[config.mk]
export PLATFORM = sky130hd
export DESIGN_NAME = power_state_controller
export DESIGN_NICKNAME = d
export VERILOG_FILES = /design/src/rtl/power_ctrl_pkg.sv /design/src/rtl/level_hysteresis.sv /design/src/rtl/power_state_controller.sv
export SDC_FILE = /design/constraint.sdc
export NUM_CORES = 1
export LEC_CHECK = 0
export BUFFER_PORTS_ARGS = -buffer_cell sky130_fd_sc_hd__buf_2
export CAP_MARGIN = 20
export CORE_UTILIZATION = 45
export DETAILED_ROUTE_END_ITERATION = 8
export PLACE_DENSITY_LB_ADDON = 0.2
export SLEW_MARGIN = 20
export SYNTH_ARGS = -nofsm -noshare
export SYNTH_HDL_FRONTEND = slang
export SYNTH_SLANG_ARGS = --single-unit
[constraint.sdc]
create_clock -name i_clk -period 6.6 [get_ports i_clk]
set_input_delay 0 -clock i_clk [delete_from_list [all_inputs] [get_ports i_clk]]
set_output_delay 0 -clock i_clk [all_outputs]
set_load 0.05 [all_outputs]
[src/rtl/power_ctrl_pkg.sv]
// Purpose: shared workload codes, controller state encodings and the workload-to-level map.
// Latency: n/a (types, constants and a pure function only).
// Backpressure: n/a.
package power_ctrl_pkg;

   // Workload codes produced by the upstream classifier.
   localparam logic [2:0] WL_UNKNOWN   = 3'b000;
   localparam logic [2:0] WL_COMPUTE   = 3'b001;
   localparam logic [2:0] WL_MEMORY    = 3'b010;
   localparam logic [2:0] WL_CONTROL   = 3'b011;
   localparam logic [2:0] WL_MIXED     = 3'b100;
   localparam logic [2:0] WL_IDLE      = 3'b101;
   localparam logic [2:0] WL_STREAMING = 3'b110;
   localparam logic [2:0] WL_IRREGULAR = 3'b111;

   typedef enum logic [2:0] {
      ST_STEADY   = 3'd0,
      ST_RAMPUP   = 3'd1,
      ST_RAMPDOWN = 3'd2,
      ST_THROTTLE = 3'd3,
      ST_COOLDOWN = 3'd4
   } ctrl_state_t;

   // Preferred performance level for each workload class. UNKNOWN never
   // qualifies as a sample, so its entry is only a harmless mid-range value.
   function automatic logic [2:0] target_level(input logic [2:0] fmt);
      logic [2:0] lvl;
      case (fmt)
         WL_COMPUTE:   lvl = 3'd7;
         WL_MEMORY:    lvl = 3'd4;
         WL_CONTROL:   lvl = 3'd4;
         WL_MIXED:     lvl = 3'd5;
         WL_IDLE:      lvl = 3'd1;
         WL_STREAMING: lvl = 3'd6;
         WL_IRREGULAR: lvl = 3'd5;
         default:      lvl = 3'd4;
      endcase
      return lvl;
   endfunction

endpackage

[src/rtl/level_hysteresis.sv]
// Purpose: detects new classifier samples, qualifies them and tracks a candidate level with hit count.
// Latency: candidate/hits update on the sample edge; o_settled follows the registered hit count.
// Backpressure: none; every changed classificationCount is consumed in the cycle it appears.
// Ports: i_clk/i_reset, classifier inputs (format, confidence, valid, count),
//        o_candidateLevel (most recent qualified target), o_settled (hits reached HOLDSAMPLES).
module level_hysteresis
   import power_ctrl_pkg::*;
#(
   parameter int unsigned HOLDSAMPLES   = 3,
   parameter int unsigned MINCONFIDENCE = 6,
   parameter int unsigned RESETLEVEL    = 4
) (
   input  logic        i_clk,
   input  logic        i_reset,
   input  logic [2:0]  i_workloadFormat,
   input  logic [3:0]  i_workloadConfidence,
   input  logic        i_classificationValid,
   input  logic [15:0] i_classificationCount,
   output logic [2:0]  o_candidateLevel,
   output logic        o_settled
);

   localparam logic [3:0] HOLD_L     = 4'(HOLDSAMPLES);
   localparam logic [3:0] MIN_CONF_L = 4'(MINCONFIDENCE);
   localparam logic [2:0] RESET_LV_L = 3'(RESETLEVEL);

   logic [15:0] r_last_count;
   logic [2:0]  r_cand_level;
   logic [3:0]  r_cand_hits;

   logic        w_sample;
   logic        w_qualified;
   logic [2:0]  w_target;

   assign w_sample    = (i_classificationCount != r_last_count);
   assign w_qualified = w_sample && i_classificationValid &&
                        (i_workloadConfidence >= MIN_CONF_L) &&
                        (i_workloadFormat != WL_UNKNOWN);
   assign w_target    = target_level(i_workloadFormat);

   always_ff @(posedge i_clk) begin
      if (i_reset) begin
         r_last_count <= 16'd0;
         r_cand_level <= RESET_LV_L;
         r_cand_hits  <= 4'd0;
      end else begin
         if (w_sample) begin
            r_last_count <= i_classificationCount;
         end
         if (w_qualified) begin
            if (w_target == r_cand_level) begin
               // Saturate so the candidate stays settled while the workload is stable.
               if (r_cand_hits != HOLD_L) begin
                  r_cand_hits <= r_cand_hits + 4'd1;
               end
            end else begin
               r_cand_level <= w_target;
               r_cand_hits  <= 4'd1;
            end
         end
      end
   end

   assign o_candidateLevel = r_cand_level;
   assign o_settled        = (r_cand_hits == HOLD_L);

endmodule

[src/rtl/power_state_controller.sv]
// Purpose: picks a 3-bit performance level from classifier output with hysteresis, rate-limited steps and budget throttling.
// Latency: reacts one edge after settle/over-budget is visible; each level step takes STEPCYCLES edges.
// Backpressure: none; over-budget preempts any ramp or cooldown on the next edge.
// Ports: i_clk/i_reset, classifier inputs, i_currentPower/i_powerBudget;
//        o_perfLevel, o_ctrlState, status flags, o_transitionCount (wraps), o_throttleEvents (saturates).
module power_state_controller
   import power_ctrl_pkg::*;
#(
   parameter int unsigned HOLDSAMPLES    = 3,
   parameter int unsigned STEPCYCLES     = 4,
   parameter int unsigned COOLDOWNCYCLES = 16,
   parameter int unsigned MINCONFIDENCE  = 6,
   parameter int unsigned RESETLEVEL     = 4
) (
   input  logic        i_clk,
   input  logic        i_reset,
   input  logic [2:0]  i_workloadFormat,
   input  logic [3:0]  i_workloadConfidence,
   input  logic        i_classificationValid,
   input  logic [15:0] i_classificationCount,
   input  logic [7:0]  i_currentPower,
   input  logic [7:0]  i_powerBudget,
   output logic [2:0]  o_perfLevel,
   output logic [2:0]  o_ctrlState,
   output logic        o_transitionActive,
   output logic        o_throttleActive,
   output logic        o_clkGateRequest,
   output logic [15:0] o_transitionCount,
   output logic [7:0]  o_throttleEvents
);

   localparam logic [7:0] STEP_LAST  = 8'(STEPCYCLES - 1);
   localparam logic [7:0] CD_LAST    = 8'(COOLDOWNCYCLES - 1);
   localparam logic [2:0] RESET_LV_L = 3'(RESETLEVEL);

   ctrl_state_t r_state;
   logic [2:0]  r_level;
   logic [2:0]  r_target;
   logic [7:0]  r_step_cnt;
   logic [7:0]  r_cd_cnt;
   logic [15:0] r_trans_cnt;
   logic [7:0]  r_throttle_ev;

   ctrl_state_t w_state_nxt;
   logic [2:0]  w_level_nxt;
   logic [2:0]  w_target_nxt;
   logic [7:0]  w_step_cnt_nxt;
   logic [7:0]  w_cd_cnt_nxt;
   logic [15:0] w_trans_nxt;
   logic [7:0]  w_throttle_ev_nxt;

   logic [2:0]  w_cand_level;
   logic        w_settled;
   logic        w_over;
   logic        w_step_due;
   logic [2:0]  w_eff_target;
   logic [2:0]  w_stepped_level;

   level_hysteresis #(
      .HOLDSAMPLES   (HOLDSAMPLES),
      .MINCONFIDENCE (MINCONFIDENCE),
      .RESETLEVEL    (RESETLEVEL)
   ) u_hyst (
      .i_clk                 (i_clk),
      .i_reset               (i_reset),
      .i_workloadFormat      (i_workloadFormat),
      .i_workloadConfidence  (i_workloadConfidence),
      .i_classificationValid (i_classificationValid),
      .i_classificationCount (i_classificationCount),
      .o_candidateLevel      (w_cand_level),
      .o_settled             (w_settled)
   );

   assign w_over     = (i_currentPower > i_powerBudget);
   assign w_step_due = (r_step_cnt == STEP_LAST);

   always_ff @(posedge i_clk) begin
      if (i_reset) begin
         r_state       <= ST_STEADY;
         r_level       <= RESET_LV_L;
         r_target      <= RESET_LV_L;
         r_step_cnt    <= 8'd0;
         r_cd_cnt      <= 8'd0;
         r_trans_cnt   <= 16'd0;
         r_throttle_ev <= 8'd0;
      end else begin
         r_state       <= w_state_nxt;
         r_level       <= w_level_nxt;
         r_target      <= w_target_nxt;
         r_step_cnt    <= w_step_cnt_nxt;
         r_cd_cnt      <= w_cd_cnt_nxt;
         r_trans_cnt   <= w_trans_nxt;
         r_throttle_ev <= w_throttle_ev_nxt;
      end
   end

   always_comb begin
      w_state_nxt       = r_state;
      w_level_nxt       = r_level;
      w_target_nxt      = r_target;
      w_step_cnt_nxt    = r_step_cnt;
      w_cd_cnt_nxt      = r_cd_cnt;
      w_trans_nxt       = r_trans_cnt;
      w_throttle_ev_nxt = r_throttle_ev;
      w_eff_target      = r_target;
      w_stepped_level   = r_level;

      if (w_over && (r_state != ST_THROTTLE)) begin
         // Budget violation preempts whatever else was going on.
         w_state_nxt    = ST_THROTTLE;
         w_step_cnt_nxt = 8'd0;
         if (r_throttle_ev != 8'hFF) begin
            w_throttle_ev_nxt = r_throttle_ev + 8'd1;
         end
      end else begin
         case (r_state)
            ST_STEADY: begin
               if (w_settled && (w_cand_level > r_level)) begin
                  w_state_nxt    = ST_RAMPUP;
                  w_target_nxt   = w_cand_level;
                  w_step_cnt_nxt = 8'd0;
               end else if (w_settled && (w_cand_level < r_level)) begin
                  w_state_nxt    = ST_RAMPDOWN;
                  w_target_nxt   = w_cand_level;
                  w_step_cnt_nxt = 8'd0;
               end
            end

            ST_RAMPUP, ST_RAMPDOWN: begin
               // A newly settled candidate retargets the ramp without restarting the step timer.
               if (w_settled && (w_cand_level != r_target)) begin
                  w_eff_target = w_cand_level;
               end
               w_target_nxt = w_eff_target;

               if (w_step_due) begin
                  w_step_cnt_nxt = 8'd0;
                  if (w_eff_target > r_level) begin
                     w_stepped_level = r_level + 3'd1;
                  end else if (w_eff_target < r_level) begin
                     w_stepped_level = r_level - 3'd1;
                  end
               end else begin
                  w_step_cnt_nxt = r_step_cnt + 8'd1;
               end

               w_level_nxt = w_stepped_level;
               if (w_stepped_level != r_level) begin
                  w_trans_nxt = r_trans_cnt + 16'd1;
               end

               // Direction is re-derived every cycle, so a reversed target flips the state
               // and a target equal to the (possibly just stepped) level finishes in STEADY.
               if (w_stepped_level == w_eff_target) begin
                  w_state_nxt = ST_STEADY;
               end else if (w_eff_target > w_stepped_level) begin
                  w_state_nxt = ST_RAMPUP;
               end else begin
                  w_state_nxt = ST_RAMPDOWN;
               end
            end

            ST_THROTTLE: begin
               if (!w_over) begin
                  w_state_nxt  = ST_COOLDOWN;
                  w_cd_cnt_nxt = 8'd0;
               end else if (w_step_due) begin
                  w_step_cnt_nxt = 8'd0;
                  if (r_level != 3'd0) begin
                     w_level_nxt = r_level - 3'd1;
                     w_trans_nxt = r_trans_cnt + 16'd1;
                  end
               end else begin
                  w_step_cnt_nxt = r_step_cnt + 8'd1;
               end
            end

            ST_COOLDOWN: begin
               if (r_cd_cnt == CD_LAST) begin
                  w_state_nxt = ST_STEADY;
               end else begin
                  w_cd_cnt_nxt = r_cd_cnt + 8'd1;
               end
            end

            default: begin
               w_state_nxt = ST_STEADY;
            end
         endcase
      end
   end

   assign o_perfLevel        = r_level;
   assign o_ctrlState        = r_state;
   assign o_transitionActive = (r_state == ST_RAMPUP) || (r_state == ST_RAMPDOWN);
   assign o_throttleActive   = (r_state == ST_THROTTLE);
   assign o_clkGateRequest   = (r_state == ST_STEADY) && (r_level <= 3'd1);
   assign o_transitionCount  = r_trans_cnt;
   assign o_throttleEvents   = r_throttle_ev;

endmodule
---- After elaboration in Yosys (flattened, before gate mapping) ----
Index checks and enable logic that the tools add are counted.
storage, ports and cells
  bits in registers ....................... 72
  bits of input ports ..................... 42
  output and inout bits ................... 33
  word-level logic and storage cells ...... 128
cells by class
  $add $sub $neg .......................... 7
  order comparisons ....................... 8
  equality and inequality tests ........... 32
  mux-type cells .......................... 39
  bitwise operators ....................... 2
  reductions and logical operators ........ 29
operators by type and width
  kind                                                  number
  2-to-1 mux 16 bit                                     4
  2-to-1 mux 3 bit                                      17
  2-to-1 mux 8 bit                                      6
  case mux 16 bit (2 select lines)                      1
  adder 8 x 1 -> 8 bit (second input constant)          3
  case mux 3 bit (4 select lines)                       2
  case mux 8 bit (3 select lines)                       1
  adder 16 x 1 -> 16 bit (second input constant)        1
  inequality test 16 bit                                1
  case mux 8 bit (2 select lines)                       1
  equality test 3 bit (second input constant)           5
  case mux 3 bit (2 select lines)                       2
  AND reduction 3 bit                                   4
  inequality test 2 bit (second input constant)         5
  > comparator 3 bit                                    3
  nonzero test 3 bit                                    3
  equality test 8 x 2 -> 1 bit (second input constant)  1
  equality test 8 x 4 -> 1 bit (second input constant)  1
  > comparator 8 bit                                    1
  logical AND 1 bit                                     8
  2-to-1 mux 4 bit                                      2
  inequality test 8 bit (second input constant)         1
  equality test 3 x 1 -> 1 bit (second input constant)  2
  equality test 3 x 2 -> 1 bit (second input constant)  2
  other kinds (24)                                      40

---- Longest topological paths before layout ----
Gate-level depths: netlist (run 1).
  word-level depth ........................ 16
  gate-level depth with buffers ........... 15
  mapped depth without buffers ............ 14

---- Cells and area by module ----
From an unflattened synthesis (run 1), not the netlist that was laid out.
unflattened totals
  cells, all modules ...................... 511
  area, all modules ....................... 4429.2 um^2
modules (own cells, without submodules)
  module                  instances  cells an instance  area an instance (um^2)  seq. area each (um^2)
  power_state_controller  1          398                3362.0                   980.9
  level_hysteresis        1          113                1067.3                   460.4

---- Least setup slack after synthesis (run 1) ----
OpenSTA, ideal clock, no wires.
  path type ............................... flip-flop to flip-flop
  from .................................... register u_hyst.r_cand_hits[0]
  to ...................................... register r_trans_cnt[11], in the netlist o_transitionCount[11]
  setup time .............................. 0.071 ns
  arrival time ............................ 3.345 ns
  required time ........................... 6.529 ns
  setup slack ............................. 3.184 ns
  stages on the path, launching flop included .. 15
  buffers on the path ..................... 2
  period minus slack after synthesis ...... 3.416 ns
  cells stage by stage .................... dfxtp_1 > ha_1 > or3b_2 > clkbuf_1 > mux2i_1 > inv_1 > ha_1 > a21oi_1 > nand2_1 > a21oi_2 > and4_4 > o21ai_4 > buf_6 > or4_1 > a21oi_1
on the way
  longest elaborated chain between the ends .. 14
  elaborated cells on any way between the ends .. 15
  those cells by class .................... order compare (2); eq/ne (3); mux (8); reduce/logical (2)
RTL lines
  item                               line                           source
  from (decl)                        level_hysteresis.sv:29         logic [3:0] r_cand_hits;
  from (signal assigned)             level_hysteresis.sv:54         r_cand_hits <= r_cand_hits + 4'd1;
  equality test 4 x 2 -> 1 bit *     level_hysteresis.sv:65         assign o_settled = (r_cand_hits == HOLD_L);
  logical AND 1 bit *                power_state_controller.sv:131  if (w_settled && (w_cand_level != r_target)) begin
  2-to-1 mux 3 bit *                 power_state_controller.sv:131
  2-to-1 mux 3 bit *                 power_state_controller.sv:116  case (r_state)
  2-to-1 mux 3 bit *                 power_state_controller.sv:108  if (w_over && (r_state != ST_THROTTLE)) begin
  less-than comparator 3 bit         power_state_controller.sv:140  end else if (w_eff_target < r_level) begin
  2-to-1 mux 3 bit                   power_state_controller.sv:140
  2-to-1 mux 3 bit *                 power_state_controller.sv:138  if (w_eff_target > r_level) begin
  2-to-1 mux 3 bit *                 power_state_controller.sv:136  if (w_step_due) begin
  2-to-1 mux 3 bit *                 power_state_controller.sv:116
  2-to-1 mux 3 bit *                 power_state_controller.sv:108
  inequality test 3 bit *            power_state_controller.sv:148  if (w_stepped_level != r_level) begin
  inequality test 2 bit (no line) *  -
  AND reduction 6 bit (no line) *    -
  to (signal assigned)               power_state_controller.sv:92   r_trans_cnt <= w_trans_nxt;
  to (decl)                          power_state_controller.sv:41   logic [15:0] r_trans_cnt;
Every way passes the cells marked *; elsewhere a longest branch is shown, timed or not. The select of a mux whose other input is x is not followed.
A chain may end at the register's enable or synchronous reset.

---- Worst setup path after layout (run 1) ----
  from .................................... register u_hyst.r_cand_hits[0]
  to ...................................... register r_trans_cnt[12], in the netlist o_transitionCount[12]
The elaborated chain is that of the path after synthesis.

==> results of run 1 <==
## placed cells by master, fill, tap and decap left out, types with 5 or more instances in the layout
master and instances:
buf_2 73, dfxtp_1 72, nor2_1 47, a21oi_1 32
nand2_1 28, xor2_1 26, nor2b_1 24, ha_1 24
nand3_1 23, inv_1 20, xnor2_1 17, dlygate4sd3_1 16
or4_1 11, o31ai_1 11, nand4_1 10, clkbuf_8 10
and3_1 9, nor3_1 9, mux2i_1 9, o21ai_0 9
nor4_1 9, nand2b_1 6, o211ai_1 5, or3_1 5
## worst paths after layout
kind	from	end	slack [ps]	depth (start not counted)
max	u_hyst.r_cand_hits[0]$_SDFFE_PP0P_	o_transitionCount[12]$_SDFFE_PP0P_	2860	12
min	i_workloadFormat[2]	u_hyst.o_candidateLevel[2]$_SDFFE_PP1P_	60	4
max reg2reg	u_hyst.r_cand_hits[0]$_SDFFE_PP0P_	o_transitionCount[12]$_SDFFE_PP0P_	2860	12
min reg2reg	r_target[2]$_SDFFE_PP1P_	r_target[2]$_SDFFE_PP1P_	470	1
## flip-flops by register name, summed over array words and instances (netlist names)
register and flops:
o_throttleEvents 8, u_hyst.o_candidateLevel 3, r_cd_cnt 8, o_ctrlState 3
o_perfLevel 3, r_step_cnt 8, u_hyst.r_cand_hits 4, o_transitionCount 16
r_target 3, u_hyst.r_last_count 16
## final cells by class
| class | count | area share |
|---|---|---|
| inverter | 20 | 0.0155 |
| timing repair buffer | 91 | 0.111 |
| clock buffer | 11 | 0.0292 |
| multi-input combinational | 365 | 0.506 |
| tap | 108 | 0.0279 |
| sequential | 72 | 0.297 |
| clock inverter | 5 | 0.0132 |
## layer usage
| metal | vias to the layer above | part of all wire | GRT usage | routed length (microns) |
|---|---|---|---|---|
| met5 | - | 0 | 0 | 0 |
| met4 | 0 | 0.0085 | 0.0677 | 76 |
| met3 | 6 | 0.038 | 0.0419 | 345 |
| met2 | 67 | 0.50 | 0.351 | 4480 |
| met1 | 1704 | 0.45 | 0.240 | 4090 |
| li1 | 1862 | - | - | - |
## synth_stat cells (all sizes together), types with 2 or more instances
library cell,number,area (sq um)
dfxtp,72,1440
nor2,47,176
a21oi,35,186
nand2,29,111
xor2,26,228
ha,24,300
nor2b,24,150
nand3,23,115
inv,20,75.1
xnor2,17,149
clkbuf,14,52.6
o21ai,12,71.3
o31ai,11,82.6
or4,11,82.6
nand4,10,62.6
nor3,10,61.3
and3,9,56.3
mux2i,9,90.1
nor4,9,56.3
nand2b,6,37.5
buf,5,30.0
o211ai,5,37.5
or3,5,31.3
and2,4,26.3
a211o,3,26.3
a211oi,3,22.5
and4,3,28.8
maj3,3,30.0
nor4b,3,32.5
nand3b,2,15.0
nand4b,2,17.5
nor3b,2,15.0
o2111ai,2,17.5
## worst reg2reg max path, delay by kind of cell, from the launching register on
| kind | cells | cell delay (ps) |
|---|---|---|
| AND/OR/NAND/NOR | 4 | 1610 |
| AO/OA/AOI/OAI | 4 | 780 |
| adder cells (fa/ha/maj) | 2 | 530 |
| flip-flops | 1 | 390 |
| multiplexers | 1 | 290 |
| buffers and inverters | 1 | 80 |
## cell families (layout without fill, tap and decap cells)
kind of cell | after synthesis | after routing
compound gates | 83 | 83
xor+xnor | 43 | 43
fa+ha+maj | 27 | 27
buf+inv | 39 | 127
flops | 72 | 72
mux | 10 | 10
simple gates | 202 | 202
## per-stage QoR
stage | instance area, sq um | power [mW] | util
after floorplan | 4050 | 0.609 | -
after global placement | 4480 | 0.656 | 0.514
after detailed placement | 4480 | 0.661 | 0.514
after CTS | 4850 | 1.03 | 0.556
after global routing | 4850 | 1.08 | 0.556
final | 4850 | 1.02 | 0.556
## report_power, final
group	switching, mW	internal, mW
Sequential	0.0138	0.449
Combinational	0.123	0.0741
Clock	0.176	0.189
==> results_dict.tcl, run 1 <==
set metrics [dict create \
    tns_ps 0 \
    drv_cap 0 \
    antenna_found_initial 0 \
    worstPathCellList "ha_1, or3b_2, mux2i_1, inv_1, ha_1, a21oi_1, nand2_1, a21oi_2, and4_4, o21ai_4, or4_1, a21oi_1" \
    htreeDepth 3 \
    grt_pass1_vias 3458 \
    final_nets 625 \
    layout-drive-gt1-share 0.181 \
    diodes 0 \
    synth_mux_area_frac 0.0250 \
    whs_ps 62.3 \
    clock_latency_ps 340 \
    place_congestion 0.856 \
    path_class "reg2reg" \
    ys_warn_count 0 \
    drt_iter0_drc 146 \
    dp_hpwl_microns 6230 \
    path_buf_inv 1 \
    grt_max_degree 62 \
    post-route-drc-count 0 \
    cts_made_buffers 9 \
    wire_per_inst_microns 13.4 \
    place_inst 640 \
    final_period_minus_worst_setup_slack_ps 3740 \
    finalHoldViolCount 0 \
    die_area_sq_mm 0.00939 \
    syn_area_sq_mm 0.00405 \
    cp.arrival_ps 4020 \
    io_buffer_count 73 \
    fin_crit_sh 0.567 \
    drt-pass1-iter-count 4 \
    synth_cell_types 60 \
    post_cts.repair.setup_buffers 0 \
    grt_overflow_total 0 \
    clock-sinks 72 \
    synth-seq-cells 72 \
    syn2layout_area_growth_pct 19.7 \
    yosysSeqAreaShare 0.356 \
    synth_top_family_by_area "simple AND/OR/NAND/NOR gates" \
    cpPeakStageDelay_ps 590 \
    synth_fa_ha_area_frac 0.0815 \
    ys_async_sr_fraction 0 \
    holdCritPathClass "in2reg" \
    rsz0062_at_grt "no" \
    critPathCaptureType "flop" \
    syn-num-nets 542 \
    critical_path.startpoint_type "flop" \
    p_leak_nw 2.04 \
    grt.total_usage 0.199 \
    vdd_ir_drop_max_mv 0.103 \
    power_density_mw_per_mm2 211 \
    drt-total-wl_microns 8990 \
    num-fill-cells 823 \
    synth_compound_area_frac 0.134 \
    critPathRequiredTime_ps 6880 \
    slew_headroom 0.505 \
    synth.avg_cell_area_sq_um 8.51 \
    hold_buffers 16 \
    clock.fmax_mhz 267 \
    grt_pass1_wl_microns 15600 \
    vias_per_cell 5.42 \
    status "complete, no violations" \
    crit_family "simple AND/OR/NAND/NOR gates" \
    finClkSkew_ps 7.66 \
    cts_root_buf "clkbuf_8" \
    vias 3639 \
    clk_path_buf_depth 2 \
    cpMaxStageDelayCell "or3b_2" \
    fin_ws_ps 2860 \
    row_count 34 \
    regArea_sq_mm 0.00144 \
    core-area_sq_mm 0.00872 \
    cts_tree "done" \
    ys.flop_type "dfxtp_1" \
    path_max_fanout 23 \
    synthSimpleGateAreaFrac 0.272 \
    ios 75 \
    cts_resized 0 \
    drtAntennaViolNets 0 \
    die_x_microns 96.9 \
    synth_edf_count 0 \
    finalSetupViolations 0 \
    worst_pin_slew_ps 738 \
    synthXorXnorAreaFrac 0.0930 \
    clk_pin_slew_ps 90 \
    synthCells 476 \
    die_h_microns 96.9 \
    place_ws_ps 2930 \
    multiInputGateArea_sq_mm 0.00245 \
    finalNonFillerCells 672 \
    final-max-slew-violation-count 0 \
    initial_core_util 0.465 \
]
No activity file was read; power rests on OpenSTA's default activity.
==> run 2: changes to the inputs <==
Clock period 6.6 ns to 3.6 ns, I/O delays scaled along.
==> results_dict.tcl, run 2 (synthesis gave the netlist of run 1 again) <==
set metrics [dict create \
    clock_latency_ps 350 \
    drv_cap 0 \
    grt.total_usage 0.202 \
    cts_made_buffers 9 \
    syn2layout_area_growth_pct 20.7 \
    htreeDepth 3 \
    final_period_minus_worst_setup_slack_ps 3320 \
    dp_hpwl_microns 6430 \
    clk_path_buf_depth 2 \
    worst_pin_slew_ps 764 \
    critical_path.startpoint_type "flop" \
    io_buffer_count 73 \
    final_area_sq_mm 0.00489 \
    vdd_ir_drop_max_mv 0.249 \
    drt_iter0_drc 203 \
    num-fill-cells 797 \
    grt_pass1_wl_microns 15700 \
    vias 3669 \
    final-max-slew-violation-count 0 \
    wire_per_inst_microns 13.5 \
    antenna_found_initial 0 \
    ios 75 \
    layout-drive-gt1-share 0.192 \
    finClkSkew_ps 7.95 \
    cts_root_buf "clkbuf_8" \
    placed_cell_area_sq_mm 0.00450 \
    cp.arrival_ps 3600 \
    place_congestion 0.877 \
    path_max_fanout 22 \
    finalHoldViolCount 0 \
    grt_pass1_vias 3502 \
    power_density_mw_per_mm2 384 \
    holdCritPathClass "in2reg" \
    diodes 0 \
    die_area_sq_mm 0.00939 \
    place_inst 642 \
    p_leak_nw 2.04 \
    initial_core_util 0.465 \
    finalNonFillerCells 675 \
    clock.fmax_mhz 301 \
    fin_crit_sh 0.922 \
    drt-total-wl_microns 9090 \
    die_x_microns 96.9 \
    grt_overflow_total 0 \
    multiInputGateArea_sq_mm 0.00247 \
    die_h_microns 96.9 \
    finalSetupViolations 0 \
    final_cell_mix "73 x buf_2, 71 x dfxtp_1, 47 x nor2_1" \
    regArea_sq_mm 0.00144 \
    row_count 34 \
    final_common_cell "buf_2" \
    critPathCaptureType "flop" \
    tns_ps 0 \
    drt-pass1-iter-count 4 \
    core-area_sq_mm 0.00872 \
    cts_tree "done" \
    final_nets 628 \
    status "complete, no violations" \
    critPathRequiredTime_ps 3880 \
    vias_per_cell 5.44 \
    path_class "reg2reg" \
    post-route-drc-count 0 \
    clock-sinks 72 \
    drtAntennaViolNets 0 \
    slew_headroom 0.487 \
    clk_pin_slew_ps 90 \
    grt_max_degree 36 \
]
[run 2: worst max-delay path, cell delays in order, from the launching register on]
cell and delay, ps:
dfxtp_1 370, ha_1 200, or3b_4 440, mux2i_4 200, inv_1 70, ha_1 330
a21oi_2 180, nand2_1 130, a21oi_2 180, and4_4 280, o21ai_4 160, or4_1 550
a21oi_1 150
[run 2: path summary, 6_finish.rpt]
kind	endpoint	from	cells after the start	slack, ps
hold reg to reg	u_hyst.r_cand_hits[0]$_SDFFE_PP0P_	u_hyst.r_cand_hits[0]$_SDFFE_PP0P_	1	480
setup reg to reg	o_transitionCount[9]$_SDFFE_PP0P_	u_hyst.r_cand_hits[1]$_SDFFE_PP0P_	12	280
setup / recovery	o_transitionCount[9]$_SDFFE_PP0P_	u_hyst.r_cand_hits[1]$_SDFFE_PP0P_	12	280
hold / removal	u_hyst.o_candidateLevel[2]$_SDFFE_PP1P_	i_workloadFormat[2]	4	20
[run 2: where the power goes]
| part | switching [mW] | total (mW) | leakage (nW) | internal [mW] |
|---|---|---|---|---|
| clock | 0.339 | 0.665 | 0.0925 | 0.326 |
| sequential | 0.0273 | 0.850 | 0.586 | 0.823 |
| combinational | 0.226 | 0.364 | 1.36 | 0.138 |
| total | 0.593 | 1.88 | 2.04 | 1.29 |
[run 2: final cells by class]
type / instances / area share
clock buffer: 9 / 0.0253
clock inverter: 7 / 0.0161
inverter: 20 / 0.0154
multi-input combinational: 365 / 0.505
sequential: 72 / 0.295
tap: 108 / 0.0276
timing repair buffer: 94 / 0.115
[run 2: layer usage]
metal,vias to the layer above,wire length [microns],GRT usage,part of all wire
met3,20,391,0.0499,0.043
met2,84,4220,0.337,0.46
li1,1873,-,-,-
met5,-,0,0,0
met4,0,182,0.0723,0.020
met1,1692,4300,0.254,0.47
[run 2: timing repair]
action,CTS,global route
endpoints found under the setup margin,10,14
hold buffers,16,0
hold endpoints to repair,16,0
pin swaps,0,1
resized for setup,2,3
setup buffers,0,1
[run 2: metrics by stage]
stage / setup WS (ps) / power [mW] / utilization / hold slack, ps
floorplan: 184 / 1.12 / - / 128
global placement: 163 / 1.20 / 0.516 / 238
detailed placement: 51.5 / 1.21 / 0.516 / 246
CTS: 51.7 / 1.89 / 0.558 / 7.98
global route: -0.931 / 1.98 / 0.561 / 31.1
finish: 281 / 1.88 / 0.561 / 18.2
==> run 3: changes to the inputs <==
Settings changed: CELL_PAD_IN_SITES_DETAIL_PLACEMENT from default to 0, CELL_PAD_IN_SITES_GLOBAL_PLACEMENT from default to 1, CORE_MARGIN from default to 3, CORE_UTILIZATION 45 to 42.
==> results_dict.tcl, run 3 (synthesis gave the netlist of run 1 again) <==
set metrics [dict create \
    num-fill-cells 910 \
    final_cell_mix "73 x buf_2, 72 x dfxtp_1, 47 x nor2_1" \
    final_common_cell "buf_2" \
    path_max_fanout 4 \
    regArea_sq_mm 0.00144 \
    final-max-slew-violation-count 0 \
    finalHoldViolCount 0 \
    wire_per_inst_microns 13.4 \
    critPathRequiredTime_ps 3810 \
    tns_ps 0 \
    cp.arrival_ps 3560 \
    worstRegToRegCells 14 \
    io_buffer_count 73 \
    p_leak_nw 2.03 \
    critPathCaptureType "flop" \
    critical_path.startpoint_type "flop" \
    ios 75 \
    layout-drive-gt1-share 0.189 \
    drtAntennaViolNets 0 \
    grt_pass1_wl_microns 15700 \
    grt.total_usage 0.171 \
    status "complete, no violations" \
    final_nets 627 \
    rsz0062_at_grt "no" \
    die_x_microns 104 \
    cts_made_buffers 9 \
    vias_per_cell 5.29 \
    cts_tree "done" \
    syn2layout_area_growth_pct 20.6 \
    finalNonFillerCells 695 \
    timing.rr.end "o_ctrlState[0]$_SDFFE_PP0P_" \
    cts_root_buf "clkbuf_8" \
    drt-pass1-iter-count 4 \
    row_count 35 \
    multiInputGateArea_sq_mm 0.00248 \
    final_util 0.524 \
    vias 3676 \
    finClkSkew_ps 11.7 \
    post-route-drc-count 0 \
    die_area_sq_mm 0.0109 \
    grt_overflow_total 0 \
    core-area_sq_mm 0.00933 \
    path_class "reg2reg" \
    fin_crit_sh 0.930 \
    place_congestion 0.807 \
    dp_hpwl_microns 6590 \
    die_h_microns 104 \
    holdPathStages 4 \
    diodes 0 \
    htreeDepth 3 \
    power_density_mw_per_mm2 369 \
    whs_ps 24.9 \
    clk_pin_slew_ps 80 \
    clock.fmax_mhz 299 \
    endpoint "o_ctrlState[0]$_SDFFE_PP0P_" \
    clock-sinks 72 \
    crit_start "u_hyst.r_cand_hits[0]$_SDFFE_PP0P_" \
    drv_cap 0 \
    post_cts.repair.setup_buffers 0 \
    antenna_found_initial 0 \
    initial_core_util 0.434 \
    holdCritPathClass "in2reg" \
    clock_latency_ps 350 \
    finalSetupViolations 0 \
    power_mw 1.80 \
    vdd_ir_drop_max_mv 0.188 \
    grt_max_degree 32 \
    slew_headroom 0.477 \
    worst_pin_slew_ps 779 \
    drt-total-wl_microns 9350 \
    drt_iter0_drc 129 \
    rr_startpoint "u_hyst.r_cand_hits[0]$_SDFFE_PP0P_" \
    reg2reg_setup_slack_ps 250 \
    final_period_minus_worst_setup_slack_ps 3350 \
    clk_path_buf_depth 2 \
    grt_pass1_vias 3453 \
    place_inst 662 \
]
run 3: cell types whose count changed in the layout (fill, tap and decap cells not counted), sizes merged:
cell / delta
clkbuf: +1
bufinv: -1
clkinv: +3
clkinvlp: -2
buf: -2
o21ai: +1
inv: -1
run 3: metrics by stage:
step,instance area (sq um),worst slack [ps]
5_1_grt,4890,60.3
6_report,4890,252
3_3_place_gp,4520,121
3_5_place_dp,4520,36.5
4_1_cts,4870,44.5
2_1_floorplan,4050,184
run 3: repair_timing:
action	CTS	global route
hold buffers	16	0
pin swaps	0	1
endpoints found under the hold margin	16	0
endpoints found under the setup margin	9	12
cloned	0	1
resized for setup	2	2
run 3: how the worst min path moves through the flow:
stage	start	end	slack, ps
2_1_floorplan	i_classificationCount[0]	u_hyst.r_last_count[0]$_SDFFE_PP0N_	130
5_1_grt	i_workloadFormat[2]	u_hyst.o_candidateLevel[2]$_SDFFE_PP1P_	60
6_report	i_workloadFormat[2]	u_hyst.o_candidateLevel[2]$_SDFFE_PP1P_	20
3_5_place_dp	i_classificationCount[11]	u_hyst.r_last_count[11]$_SDFFE_PP0N_	240
3_3_place_gp	i_classificationCount[0]	u_hyst.r_last_count[0]$_SDFFE_PP0N_	240
4_1_cts	i_workloadFormat[2]	u_hyst.o_candidateLevel[2]$_SDFFE_PP1P_	20
run 3: metal layers:
layer | share of wire | track usage | wire length [microns]
met1 | 0.46 | 0.216 | 4310
met2 | 0.48 | 0.291 | 4490
met3 | 0.050 | 0.0428 | 471
met4 | 0.0075 | 0.0446 | 70
met5 | 0 | 0 | 0
run 3: worst max-delay path: stages, from the launching register on:
cell and delay (ps):
dfxtp_1 380, ha_1 200, or3b_4 440, mux2i_4 200, inv_1 60, ha_1 320
a21oi_2 220, nand2_1 140, a21oi_2 190, xnor2_1 90, ha_1 300, nor2_1 40
maj3_1 350, o211ai_1 180, a21oi_1 80
run 3: report_power, final:
group	internal, mW	switching [mW]	leakage, nW	total [mW]
registers	0.823	0.0256	0.586	0.848
clock network	0.271	0.320	0.0926	0.591
logic	0.138	0.228	1.35	0.365
total	1.23	0.573	2.03	1.80
run 3: area by class of cell:
cell class                 count  share of cell area
inverter                      20              0.0154
multi-input combinational    366               0.507
timing repair buffer          92               0.112
sequential                    72               0.295
clock inverter                 6             0.00896
clock buffer                  10              0.0282
tap                          129              0.0330
